**src/rtl/dump_reader.sv**
```systemverilog
// Capture-RAM readout engine: streams all 2**ADDR_W samples oldest-first over a valid/ack link.
// Define DUMP_CHKSUM_EN to append a modulo-2**DATA_W checksum byte after the samples.
module dump_reader #(
    parameter int ADDR_W = 9,
    parameter int DATA_W = 8
) (
    input  logic              clk,
    input  logic              rst_n,
    input  logic              start_dump,
    input  logic              capture_done,
    input  logic [ADDR_W-1:0] trace_end,
    input  logic [DATA_W-1:0] rdata,
    output logic              en,
    output logic              we,
    output logic [ADDR_W-1:0] addr,
    output logic [DATA_W-1:0] dump_data,
    output logic              send_dump,
    input  logic              dump_ack,
    output logic              dump_finished,
    output logic              busy
);

    localparam int DEPTH = 2 ** ADDR_W;
    localparam logic [ADDR_W:0] LAST_CNT = (ADDR_W + 1)'(DEPTH - 1);

`ifdef DUMP_CHKSUM_EN
    typedef enum logic [2:0] {IDLE, RD, LATCH, SEND, CHK, FIN} state_t;
    logic [DATA_W-1:0] sum;
`else
    typedef enum logic [2:0] {IDLE, RD, LATCH, SEND, FIN} state_t;
`endif

    state_t            state;
    logic [ADDR_W-1:0] rd_ptr;
    logic [ADDR_W:0]   cnt;

    assign we   = 1'b0;
    assign addr = rd_ptr;

    // Outputs are registered alongside the state: each branch sets the value
    // the output must carry while the FSM sits in the state being entered.
    // NOTE: every register here uses <= so all branches see pre-edge values.
    always_ff @(posedge clk or negedge rst_n) begin
        if (!rst_n) begin
            state         <= IDLE;
            rd_ptr        <= '0;
            cnt           <= '0;
            en            <= 1'b0;
            dump_data     <= '0;
            send_dump     <= 1'b0;
            dump_finished <= 1'b0;
            busy          <= 1'b0;
`ifdef DUMP_CHKSUM_EN
            sum           <= '0;
`endif
        end else begin
            en            <= 1'b0;
            send_dump     <= 1'b0;
            dump_finished <= 1'b0;

            // Losing the capture aborts silently: no finish pulse.
            if (state != IDLE && !capture_done) begin
                state <= IDLE;
                busy  <= 1'b0;
            end else begin
                case (state)
                    IDLE: begin
                        if (start_dump && capture_done) begin
                            rd_ptr <= trace_end;
                            cnt    <= '0;
`ifdef DUMP_CHKSUM_EN
                            sum    <= '0;
`endif
                            state  <= RD;
                            en     <= 1'b1;
                            busy   <= 1'b1;
                        end
                    end
                    RD: begin
                        state <= LATCH;
                    end
                    LATCH: begin
                        dump_data <= rdata;
                        send_dump <= 1'b1;
                        state     <= SEND;
                    end
                    SEND: begin
                        if (dump_ack) begin
                            rd_ptr <= rd_ptr + ADDR_W'(1);
                            cnt    <= cnt + (ADDR_W + 1)'(1);
`ifdef DUMP_CHKSUM_EN
                            sum    <= sum + dump_data;
`endif
                            if (cnt == LAST_CNT) begin
`ifdef DUMP_CHKSUM_EN
                                dump_data <= sum + dump_data;
                                send_dump <= 1'b1;
                                state     <= CHK;
`else
                                dump_finished <= 1'b1;
                                state         <= FIN;
`endif
                            end else begin
                                en    <= 1'b1;
                                state <= RD;
                            end
                        end else begin
                            send_dump <= 1'b1;
                        end
                    end
`ifdef DUMP_CHKSUM_EN
                    CHK: begin
                        if (dump_ack) begin
                            dump_finished <= 1'b1;
                            state         <= FIN;
                        end else begin
                            send_dump <= 1'b1;
                        end
                    end
`endif
                    FIN: begin
                        busy  <= 1'b0;
                        state <= IDLE;
                    end
                    default: begin
                        busy  <= 1'b0;
                        state <= IDLE;
                    end
                endcase
            end
        end
    end

endmodule

```
**config.mk**
```make
export PLATFORM = sky130hd
export DESIGN_NAME = dump_reader
export DESIGN_NICKNAME = d
export VERILOG_FILES = /design/src/rtl/dump_reader.sv
export SDC_FILE = /design/constraint.sdc
export NUM_CORES = 1
export LEC_CHECK = 0
export CAP_MARGIN = 40
export CORE_AREA = 5 5 60 62
export DETAILED_ROUTE_END_ITERATION = 8
export DIE_AREA = 0 0 65 67
export DONT_BUFFER_PORTS = 1
export PLACE_DENSITY_LB_ADDON = 0.15
export SLEW_MARGIN = 40
export SYNTH_ARGS = -nofsm -noshare
export SYNTH_HDL_FRONTEND = slang
export SYNTH_SLANG_ARGS = --single-unit
```
**constraint.sdc**
```tcl
create_clock -name clk -period 4.3 [get_ports clk]
set_input_delay 1.075 -clock clk [delete_from_list [all_inputs] [get_ports clk]]
set_output_delay 1.075 -clock clk [all_outputs]
set_load 0.02 [all_outputs]
```
==> results.sh, run 1 <==
export IMPL_synth_adder_area_share_pct=1.46
export IMPL_yosys_warnings=0
export IMPL_cts_setup_buffers=0
export IMPL_drt_total_wl_um=3720
export IMPL_layout_drive_gt1_share_pct=16.7
export IMPL_hp_class="in2async"
export IMPL_area_growth_pct=3.14
export IMPL_hold_buffers=0
export IMPL_placed_cells=187
export IMPL_wl_per_cell_um=19.1
export IMPL_grt_util_all_layers_pct=19.6
export IMPL_power_density_nw_per_um2=455
export IMPL_cts_resized=0
export IMPL_synthMuxAreaShare_pct=5.84
export IMPL_netlist_instances=161
export IMPL_rsz0062_at_grt="no"
export IMPL_critPathKind="in2reg"
export IMPL_synth_edf_count=0
export IMPL_grt_util_met1_pct=23.5
export IMPL_clkTransAtPathRegs_ns=0.10
export IMPL_setup_viol=0
export IMPL_fin_nets=185
export IMPL_drc=0
export IMPL_fmax_ghz=0.493
export IMPL_numCtsBuffers=5
export IMPL_ant_nets=0
export IMPL_fin_crit_ns=2.03
export IMPL_cts_tree="yes"
export IMPL_synth_compound_area_share_pct=17.3
export IMPL_dr_pass1_iters=4
export IMPL_cp_start_kind="primary input"
export IMPL_worstMarginPinSlew_ns=0.663
export IMPL_antenna_found_initial=0
export IMPL_clk_path_buf_depth=2
export IMPL_required_ns=4.58
export IMPL_yosysUniqueCellTypes=45
export IMPL_synth_nets=185
export IMPL_avgViaCountPerCell=6.76
export IMPL_numClockSinks=34
export IMPL_dieHeight_um=67
export IMPL_slew_violations=0
export IMPL_initial_core_util_pct=57.5
export IMPL_p_leak_nw=0.712
export IMPL_hold_viol_final=0
export IMPL_rows=20
export IMPL_cts_root_buf="clkbuf_4"
export IMPL_num_vias=1318
export IMPL_fillers=263
export IMPL_slew_headroom_pct=55.8
export IMPL_place_congestion=0.804
export IMPL_core_um2=2980
export IMPL_die_area_um2=4360
export IMPL_final_setup_tns_ns=0
export IMPL_fin_cells=195
export IMPL_cap_violations=0
export IMPL_synth_top_family_by_area="simple AND/OR/NAND/NOR gates"
export IMPL_yosys_most_used_dff="dfrtp_1"
export IMPL_synth_area_um2=1710
export IMPL_insertion_delay_ns=0.34
export IMPL_dp_hpwl_um=2710
export IMPL_grt_busiest_layer="met2"
export IMPL_clock_skew_ns=0.00807
export IMPL_synth_seq_cells=34
export IMPL_layout_setup_ws_ns=2.27
export IMPL_status="complete, no violations"
export IMPL_overflow=0
export IMPL_crit_arrival_ns=2.31
export IMPL_min_period_over_period_pct=47.2
export IMPL_postSynthAreaPerCell_um2=10.6
export IMPL_max_vdd_ir_drop_mv=0.192
export IMPL_portBuffers=0
export IMPL_die_w_um=65
export IMPL_synth_xor_area_share_pct=1.02
export IMPL_cp_max_fo=19
export IMPL_globalRouteMet3Util_pct=6.91
export IMPL_grt_max_degree=35
export IMPL_h_tree_depth=2
export IMPL_grt_pass1_wl_um=6320
export IMPL_dp_slack_ns=1.94
export IMPL_use_met2_pct=31.5
export IMPL_endpoint_kind="flop"
export IMPL_drtIter0Drc=157
export IMPL_num_io_pins=44
export IMPL_synthSimpleGateAreaFrac_pct=21.7
export IMPL_insertedDiodeCount=0
export IMPL_async_flop_share_pct=100
export IMPL_grt_pass1_vias=1289
export IMPL_seq_area_frac_synth_pct=49.7
==> cell usage in the layout, fill, tap and decap left out, types with 4 or more instances in the layout <==
cell type and n:
nand2_1 16, nand4_1 5, nand2b_1 4, a21oi_1 13
clkbuf_4 5, mux2_2 8, o31ai_1 4, or4_1 5
nor2_1 5, dfrtp_1 34, o21ai_0 6, nand3_1 10
==> routing by layer <==
metal  vias up  routed length, µm  part of all wire [%]
met5         -                  0                     0
met4         0                 75                   2.0
met3        11                277                   7.5
met2        52               1840                    50
met1       651               1520                    41
li1        604                  -                     -
==> cell families (layout without fill, tap and decap cells) <==
family,Yosys count,after routing
XOR/XNOR,2,2
adder cells (fa/ha/maj),2,2
other,1,1
buffers and inverters,7,8
flip-flops,34,34
AO/OA/AOI/OAI,41,41
AND/OR/NAND/NOR,65,65
multiplexers,9,9
==> through the flow <==
step | power (mW) | area [µm²] | util, % | hold slack, ns
2_1_floorplan | 0.595 | 1710 | - | 0.440
3_3_place_gp | 0.618 | 1710 | 57.3 | 0.479
3_5_place_dp | 0.629 | 1710 | 57.3 | 0.479
4_1_cts | 0.810 | 1770 | 59.3 | 0.404
5_1_grt | 0.855 | 1770 | 59.3 | 0.381
6_report | 0.804 | 1770 | 59.3 | 0.413
==> critical path, stage by stage <==
cell     delay, ns
nor3b_2       0.26
o21ai_2       0.26
or4_1         0.56
a21oi_1       0.15
==> cell type report <==
| cell class | instances | area (µm²) | share of cell area [%] |
|---|---|---|---|
| Clock buffer | 7 | 55.1 | 3.12 |
| Clock inverter | 1 | 5.00 | 0.283 |
| Multi-Input combinational cell | 120 | 815 | 46.1 |
| Sequential cell | 34 | 851 | 48.2 |
| Tap cell | 33 | 41.3 | 2.34 |
==> path summary, 6_finish.rpt <==
| check | from | endpoint | slack, ns | cells past startpoint |
|---|---|---|---|---|
| max | start_dump | cnt[9]$_DFFE_PN0P_ | 2.27 | 4 |
| max reg2reg | state[1]$_DFFE_PN0P_ | cnt[9]$_DFFE_PN0P_ | 2.42 | 4 |
| max in group asynchronous | rst_n | addr[8]$_DFFE_PN0P_ | 3.80 | 0 |
| min reg2reg | state[2]$_DFFE_PN0P_ | busy$_DFFE_PN0P_ | 0.50 | 1 |
| min in group clk | state[2]$_DFFE_PN0P_ | busy$_DFFE_PN0P_ | 0.50 | 1 |
| min | rst_n | cnt[9]$_DFFE_PN0P_ | 0.41 | 0 |
==> cells in the mapped netlist (3+ instances only) <==
master	n	area (µm²)
a21oi_1	13	65.1
and3_1	3	18.8
dfrtp_1	34	851
mux2_2	8	90.1
nand2_1	16	60.1
nand2b_1	4	25.0
nand3_1	10	50.1
nand4_1	5	31.3
nor2_1	5	18.8
nor2b_1	3	18.8
o211ai_1	3	22.5
o21ai_0	6	30.0
o221a_2	3	33.8
o31ai_1	4	30.0
or4_1	5	37.5
==> report_power, final <==
group	internal [mW]	switching [mW]	leakage [nW]
Sequential	0.377	0.135	0.428
Clock	0.0791	0.105	0.0353
Combinational	0.0579	0.0511	0.249
Total	0.514	0.290	0.712
==> sequential cells by signal, indices dropped and copies added (netlist names) <==
| name | flops |
|---|---|
| dump_data | 8 |
| state | 3 |
| addr | 9 |
| en | 1 |
| dump_finished | 1 |
| send_dump | 1 |
| cnt | 10 |
| busy | 1 |
Power figures use the tool's default switching activity.
==> inputs of run 2 (changes only) <==
--- a/config.mk
+++ b/config.mk
@@ -5,10 +5,11 @@
 export SDC_FILE = /design/constraint.sdc
 export NUM_CORES = 1
 export LEC_CHECK = 0
+export ABC_AREA = 1
 export CAP_MARGIN = 40
-export CORE_AREA = 5 5 60 62
+export CORE_AREA = 5 5 65 67
 export DETAILED_ROUTE_END_ITERATION = 8
-export DIE_AREA = 0 0 65 67
+export DIE_AREA = 0 0 70 72
 export DONT_BUFFER_PORTS = 1
 export PLACE_DENSITY_LB_ADDON = 0.15
 export SLEW_MARGIN = 40
==> constraint.sdc (replaced) <==
create_clock -name clk -period 1.6 [get_ports clk]
set_input_delay 0.4 -clock clk [delete_from_list [all_inputs] [get_ports clk]]
set_output_delay 0.4 -clock clk [all_outputs]
set_load 0.02 [all_outputs]
==> run 2 against run 1 <==
Sequential share of layout area down 7.3 points. Final cell count grew 55%. Critical path depth increased by 4. Worst setup slack worse by 2.1 ns. Clock skew up 0.0022 ns. Register-to-register slack got worse by 2.3 ns. Via count up 21%. Clock power rose to 2.8 times the previous value. Critical path type is now reg2reg. Critical endpoint is now addr[6]$_DFFE_PN0P_. Largest cell class is now multi-input combinational cells.
==> results.sh, run 2 <==
export IMPL_grt_busiest_layer="met2"
export IMPL_insertion_delay_ns=0.34
export IMPL_synth_edf_count=0
export IMPL_fin_nets=278
export IMPL_fin_cells=303
export IMPL_status="complete, no violations"
export IMPL_grt_util_all_layers_pct=16.8
export IMPL_avgViaCountPerCell=5.24
export IMPL_final_setup_tns_ns=0
export IMPL_setup_viol=0
export IMPL_overflow=0
export IMPL_drt_total_wl_um=3950
export IMPL_synth_commonest_cells="nand2_1 (75), dfrtp_1 (34), nand3_1 (30)"
export IMPL_core_um2=3580
export IMPL_grt_pass1_wl_um=6810
export IMPL_postSynthAreaPerCell_um2=7.84
export IMPL_numCtsBuffers=5
export IMPL_area_growth_pct=9.66
export IMPL_fmax_ghz=0.697
export IMPL_hold_start="rdata[0]"
export IMPL_cp_start_kind="flop"
export IMPL_critPathKind="reg2reg"
export IMPL_portBuffers=0
export IMPL_place_congestion=0.811
export IMPL_globalRouteMet3Util_pct=4.85
export IMPL_hp_class="in2reg"
export IMPL_slew_violations=0
export IMPL_yosysTopAreaCell="dfrtp_1"
export IMPL_grt_max_degree=35
export IMPL_cp_max_fo=11
export IMPL_yosysUniqueCellTypes=28
export IMPL_rsz0062_at_grt="no"
export IMPL_startpoint="state[2]$_DFFE_PN0P_"
export IMPL_clk_path_buf_depth=2
export IMPL_seq_area_frac_synth_pct=44.7
export IMPL_max_vdd_ir_drop_mv=1.01
export IMPL_h_tree_depth=2
export IMPL_hold_viol_final=0
export IMPL_num_io_pins=44
export IMPL_yosys_warnings=0
export IMPL_min_period_over_period_pct=89.7
export IMPL_insertedDiodeCount=0
export IMPL_use_met2_pct=26.9
export IMPL_clkTransAtPathRegs_ns=0.11
export IMPL_drtIter0Drc=139
export IMPL_regMostFlops="cnt"
export IMPL_crit_arrival_ns=1.71
export IMPL_grt_pass1_vias=1484
export IMPL_dp_hpwl_um=2890
export IMPL_ant_nets=0
export IMPL_dieHeight_um=72
export IMPL_drc=0
export IMPL_cap_violations=0
export IMPL_antenna_found_initial=0
export IMPL_async_flop_share_pct=100
export IMPL_synth_top_area_share_pct=44.7
export IMPL_initial_core_util_pct=53.2
export IMPL_rows=22
export IMPL_synth_most_common_cell="nand2_1"
export IMPL_num_vias=1589
export IMPL_die_area_um2=5040
export IMPL_required_ns=1.87
export IMPL_netlist_instances=243
export IMPL_clock_skew_ns=0.0102
export IMPL_layout_common_cells="nand2_1 (75), dfrtp_1 (32), nand3_1 (30), inv_1 (25)"
export IMPL_rr_startpoint="state[2]$_DFFE_PN0P_"
export IMPL_p_leak_nw=1.00
export IMPL_layout_drive_gt1_share_pct=17.3
export IMPL_final_common_cell="nand2_1"
export IMPL_largest_reg_flops=10
export IMPL_wl_per_cell_um=13.0
export IMPL_placed_cells=292
export IMPL_netlist_top_cells_area="dfrtp_1 (45%), nand2_1 (15%), nand3_1 (7.9%)"
export IMPL_power_density_nw_per_um2=1740
export IMPL_yosys_most_used_dff="dfrtp_1"
export IMPL_dr_pass1_iters=4
export IMPL_synth_seq_cells=34
export IMPL_synth_area_um2=1900
export IMPL_endpoint_kind="flop"
export IMPL_cts_tree="yes"
export IMPL_die_w_um=70
export IMPL_grt_util_met1_pct=21.4
export IMPL_cts_root_buf="clkbuf_4"
export IMPL_synth_nets=267
export IMPL_fin_crit_ns=1.44
export IMPL_numClockSinks=34
[run 2: cell count changes after synthesis, moves of 4 or more]
cell      previous run  this run
inv_1                0        25
a21oi_1             13         0
nor2_1               5        13
or2_2                0         5
nand3_1             10        30
or4_1                5         0
nand2b_1             4         0
o31ai_1              4         0
o21ai_1              0        12
nand2_1             16        75
[run 2: layer usage]
metal,vias up,part of all wire (%)
met3,8,7.3
met2,45,47
li1,811,-
met1,725,43
met4,0,1.8
met5,-,0
[run 2: through the flow]
stage | utilization [%] | instance area, µm² | setup WS (ns) | hold slack [ns] | total power [mW]
global placement | 55.1 | 1970 | 0.0995 | 0.105 | 3.08
detailed placement | 55.1 | 1970 | 0.0926 | 0.106 | 3.11
finish | 58.4 | 2090 | 0.165 | 0.213 | 3.64
CTS | 57.7 | 2060 | 0.0706 | 0.197 | 3.65
global route | 58.4 | 2090 | 0.0347 | 0.191 | 3.96
floorplan | - | 1900 | 0.215 | 0.104 | 2.80
[run 2: power by group]
part	switching (mW)	total (mW)	internal, mW
clock network	0.300	0.511	0.211
logic	0.907	1.46	0.552
registers	0.525	1.67	1.15
[run 2: layout make-up]
| cell class | instances | area, µm² |
|---|---|---|
| Clock buffer | 6 | 51.3 |
| Clock inverter | 2 | 12.5 |
| Fill cell | 349 | 1490 |
| Inverter | 28 | 108 |
| Multi-Input combinational cell | 175 | 910 |
| Sequential cell | 34 | 853 |
| Tap cell | 48 | 60.1 |
| Timing Repair Buffer | 10 | 93.8 |
[run 2: worst paths after layout]
check	end	slack, ns	depth (start not counted)
worst max-delay path	addr[6]$_DFFE_PN0P_	0.16	8
worst min-delay path	dump_data[0]$_DFFE_PN0P_	0.21	1
worst max register to register	addr[6]$_DFFE_PN0P_	0.16	8
worst min register to register	dump_finished$_DFF_PN0_	0.54	1
max in group asynchronous	cnt[1]$_DFFE_PN0P_	0.91	2
min in group asynchronous	cnt[5]$_DFFE_PN0P_	0.50	2
[run 2: worst max-delay path: stages (launching register included)]
cell and delay (ns):
dfrtp_2 0.48, inv_2 0.07, nand2_1 0.09, nor2_4 0.14, nor2_4 0.07, nor2_8 0.18, buf_6 0.17, nand2_1 0.06
o21ai_1 0.11
[run 2: what timing repair did]
item	4_1_cts	5_1_grt
resized for setup	0	8
setup buffers	0	1
hold buffers	2	0
endpoints found under the hold margin	34	0
endpoints found under the setup margin	0	21
[run 2: logic make-up after synthesis]
logic type                 share of synthesized area (%)
AOI/OAI and AO/OA                                   5.78
xor gates and xnor gates                           0.920
adders and majority gates                           1.31
buffers and inverters                               7.95
DFF                                                 44.7
muxes                                               4.73
other                                              0.197
and+or+nand+nor                                     34.4
==> inputs of run 3 (changes only) <==
--- a/config.mk
+++ b/config.mk
@@ -5,11 +5,10 @@
 export SDC_FILE = /design/constraint.sdc
 export NUM_CORES = 1
 export LEC_CHECK = 0
-export ABC_AREA = 1
 export CAP_MARGIN = 40
-export CORE_AREA = 5 5 65 67
+export CORE_AREA = 5 5 62 64
 export DETAILED_ROUTE_END_ITERATION = 8
-export DIE_AREA = 0 0 70 72
+export DIE_AREA = 0 0 67 69
 export DONT_BUFFER_PORTS = 1
 export PLACE_DENSITY_LB_ADDON = 0.15
 export SLEW_MARGIN = 40
==> run 3 against run 2 <==
The run now ends with negative setup slack left. Combinational power shrank 61%. Clock skew increased by 0.0047 ns. Non-clock buffer count is 22 higher. First-iteration DRC count fell by 66%. Sequential cell count unchanged. Clock-buffer cell count is 1 lower. Global-route usage rose by 2.3 points. Via count shrank 7.9%. Clock power rose by 55%. Final cell count shrank 20%. Design area is 5.2% higher. Largest cell class unchanged.
==> results.sh, run 3 (synthesis results as in run 1) <==
export IMPL_cp_start_kind="flop"
export IMPL_die_w_um=67
export IMPL_status="finished, violations left"
export IMPL_fin_nets=218
export IMPL_insertion_delay_ns=0.35
export IMPL_p_leak_nw=0.908
export IMPL_dr_pass1_iters=4
export IMPL_drt_total_wl_um=4290
export IMPL_final_setup_tns_ns=-0.0165
export IMPL_num_io_pins=44
export IMPL_h_tree_depth=2
export IMPL_cts_tree="yes"
export IMPL_antenna_found_initial=0
export IMPL_regMostFlops="cnt"
export IMPL_hold_viol_final=0
export IMPL_num_vias=1464
export IMPL_cap_violations=0
export IMPL_fmax_ghz=0.619
export IMPL_wl_per_cell_um=17.8
export IMPL_placed_cells=225
export IMPL_avgViaCountPerCell=6.07
export IMPL_endpoint_kind="flop"
export IMPL_layout_drive_gt1_share_pct=39.5
export IMPL_place_congestion=0.800
export IMPL_crit_arrival_ns=1.85
export IMPL_fin_cells=241
export IMPL_layout_setup_ws_ns=-0.0165
export IMPL_portBuffers=0
export IMPL_grt_max_degree=35
export IMPL_core_um2=3230
export IMPL_setup_viol=1
export IMPL_critPathKind="reg2reg"
export IMPL_insertedDiodeCount=0
export IMPL_drc=0
export IMPL_rows=21
export IMPL_grt_pass1_vias=1472
export IMPL_r2r_slack_ns=-0.02
export IMPL_die_area_um2=4620
export IMPL_hp_class="in2reg"
export IMPL_rr_startpoint="state[1]$_DFFE_PN0P_"
export IMPL_clock_skew_ns=0.0149
export IMPL_r2r_end="cnt[9]$_DFFE_PN0P_"
export IMPL_largest_reg_flops=10
export IMPL_ant_nets=0
export IMPL_violations="negative setup slack"
export IMPL_numCtsBuffers=5
export IMPL_initial_core_util_pct=53.0
export IMPL_final_common_cell="dfrtp_1"
export IMPL_numClockSinks=34
export IMPL_required_ns=1.84
export IMPL_fin_crit_ns=1.62
export IMPL_area_growth_pct=28.2
export IMPL_grt_util_all_layers_pct=19.0
export IMPL_rsz0062_at_grt="yes"
export IMPL_dieHeight_um=69
export IMPL_cts_root_buf="clkbuf_4"
export IMPL_max_vdd_ir_drop_mv=0.584
export IMPL_dp_hpwl_um=2860
export IMPL_clkTransAtPathRegs_ns=0.11
export IMPL_min_period_over_period_pct=101
export IMPL_hold_start="dump_ack"
export IMPL_cp_max_fo=6
export IMPL_slew_violations=0
export IMPL_grt_pass1_wl_um=6820
export IMPL_final_util_pct=67.9
export IMPL_reg2reg_depth=6
export IMPL_clk_path_buf_depth=2
export IMPL_drtIter0Drc=47
export IMPL_layout_common_cells="dfrtp_1 (32), buf_4 (27), nand2_1 (16), a21oi_1 (11), nand3_1 (10)"
export IMPL_holdPathEnd="send_dump$_DFF_PN0_"
export IMPL_power_density_nw_per_um2=1200
export IMPL_holdPathStages=1
export IMPL_overflow=0
==> run 3: cell count changes in the layout (fill, tap and decap cells not counted), moves of 5 or more <==
cell | previous run | this run
nand2_1 | 75 | 16
inv_1 | 25 | 0
buf_4 | 7 | 27
nand3_1 | 30 | 10
o21ai_1 | 13 | 0
a21oi_1 | 0 | 11
nor2_1 | 13 | 4
or2_2 | 5 | 0
==> run 3: worst max-delay path by stage <==
stage,from,end,slack [ns],depth (start not counted)
after global routing,state[1]$_DFFE_PN0P_,cnt[9]$_DFFE_PN0P_,-0.07,6
after global placement,state[1]$_DFFE_PN0P_,cnt[9]$_DFFE_PN0P_,0.04,4
after detailed placement,state[0]$_DFFE_PN0P_,cnt[9]$_DFFE_PN0P_,-0.04,4
after CTS,state[0]$_DFFE_PN0P_,cnt[6]$_DFFE_PN0P_,0.0008,5
final,state[1]$_DFFE_PN0P_,cnt[9]$_DFFE_PN0P_,-0.02,6
after floorplan,state[1]$_DFFE_PN0P_,cnt[5]$_DFFE_PN0P_,0.02,5
==> run 3: through the flow <==
stage / instance area, µm² / worst slack, ns / total power [mW] / hold slack, ns
final: 2200 / -0.0165 / 2.63 / 0.147
after global routing: 2200 / -0.0678 / 2.76 / 0.138
after CTS: 2120 / 0.000771 / 2.65 / 0.139
after detailed placement: 1920 / -0.0352 / 1.80 / 0.105
after global placement: 1920 / 0.0389 / 1.78 / 0.105
after floorplan: 1710 / 0.0235 / 1.60 / 0.104
==> run 3: layer usage <==
metal	routed length, µm	GRT usage (%)
met2	2250	31.2
met4	125	7.66
met1	1610	22.5
met3	306	6.17
met5	0	0
==> run 3: area by class of cell <==
type	instances	area, µm²
multi-input cells	121	903
fillers	248	1040
clock inverters	3	68.8
well taps	46	57.6
clock buffers	5	37.5
repair buffers	32	275
flip-flops and latches	34	853
==> run 3: power by group <==
group          internal (mW)  switching, mW  leakage [nW]
clock                  0.488          0.301        0.0554
combinational          0.284          0.280         0.427
sequential              1.01          0.264         0.425
==> run 3: worst max-delay path, stage by stage (launching register included) <==
cell and delay, ns:
dfrtp_2 0.47, nor3b_4 0.28, buf_6 0.15, o21ai_4 0.07, buf_4 0.17, o31ai_2 0.29
a21oi_2 0.08
==> run 3: what timing repair did <==
action | 4_1_cts | 5_1_grt
hold endpoints to repair | 34 | 0
cloned | 1 | 0
pin swaps | 2 | 6
endpoints found under the setup margin | 2 | 15
buffers inserted | 5 | 0
gates resized for setup | 5 | 17
hold buffers | 2 | 0
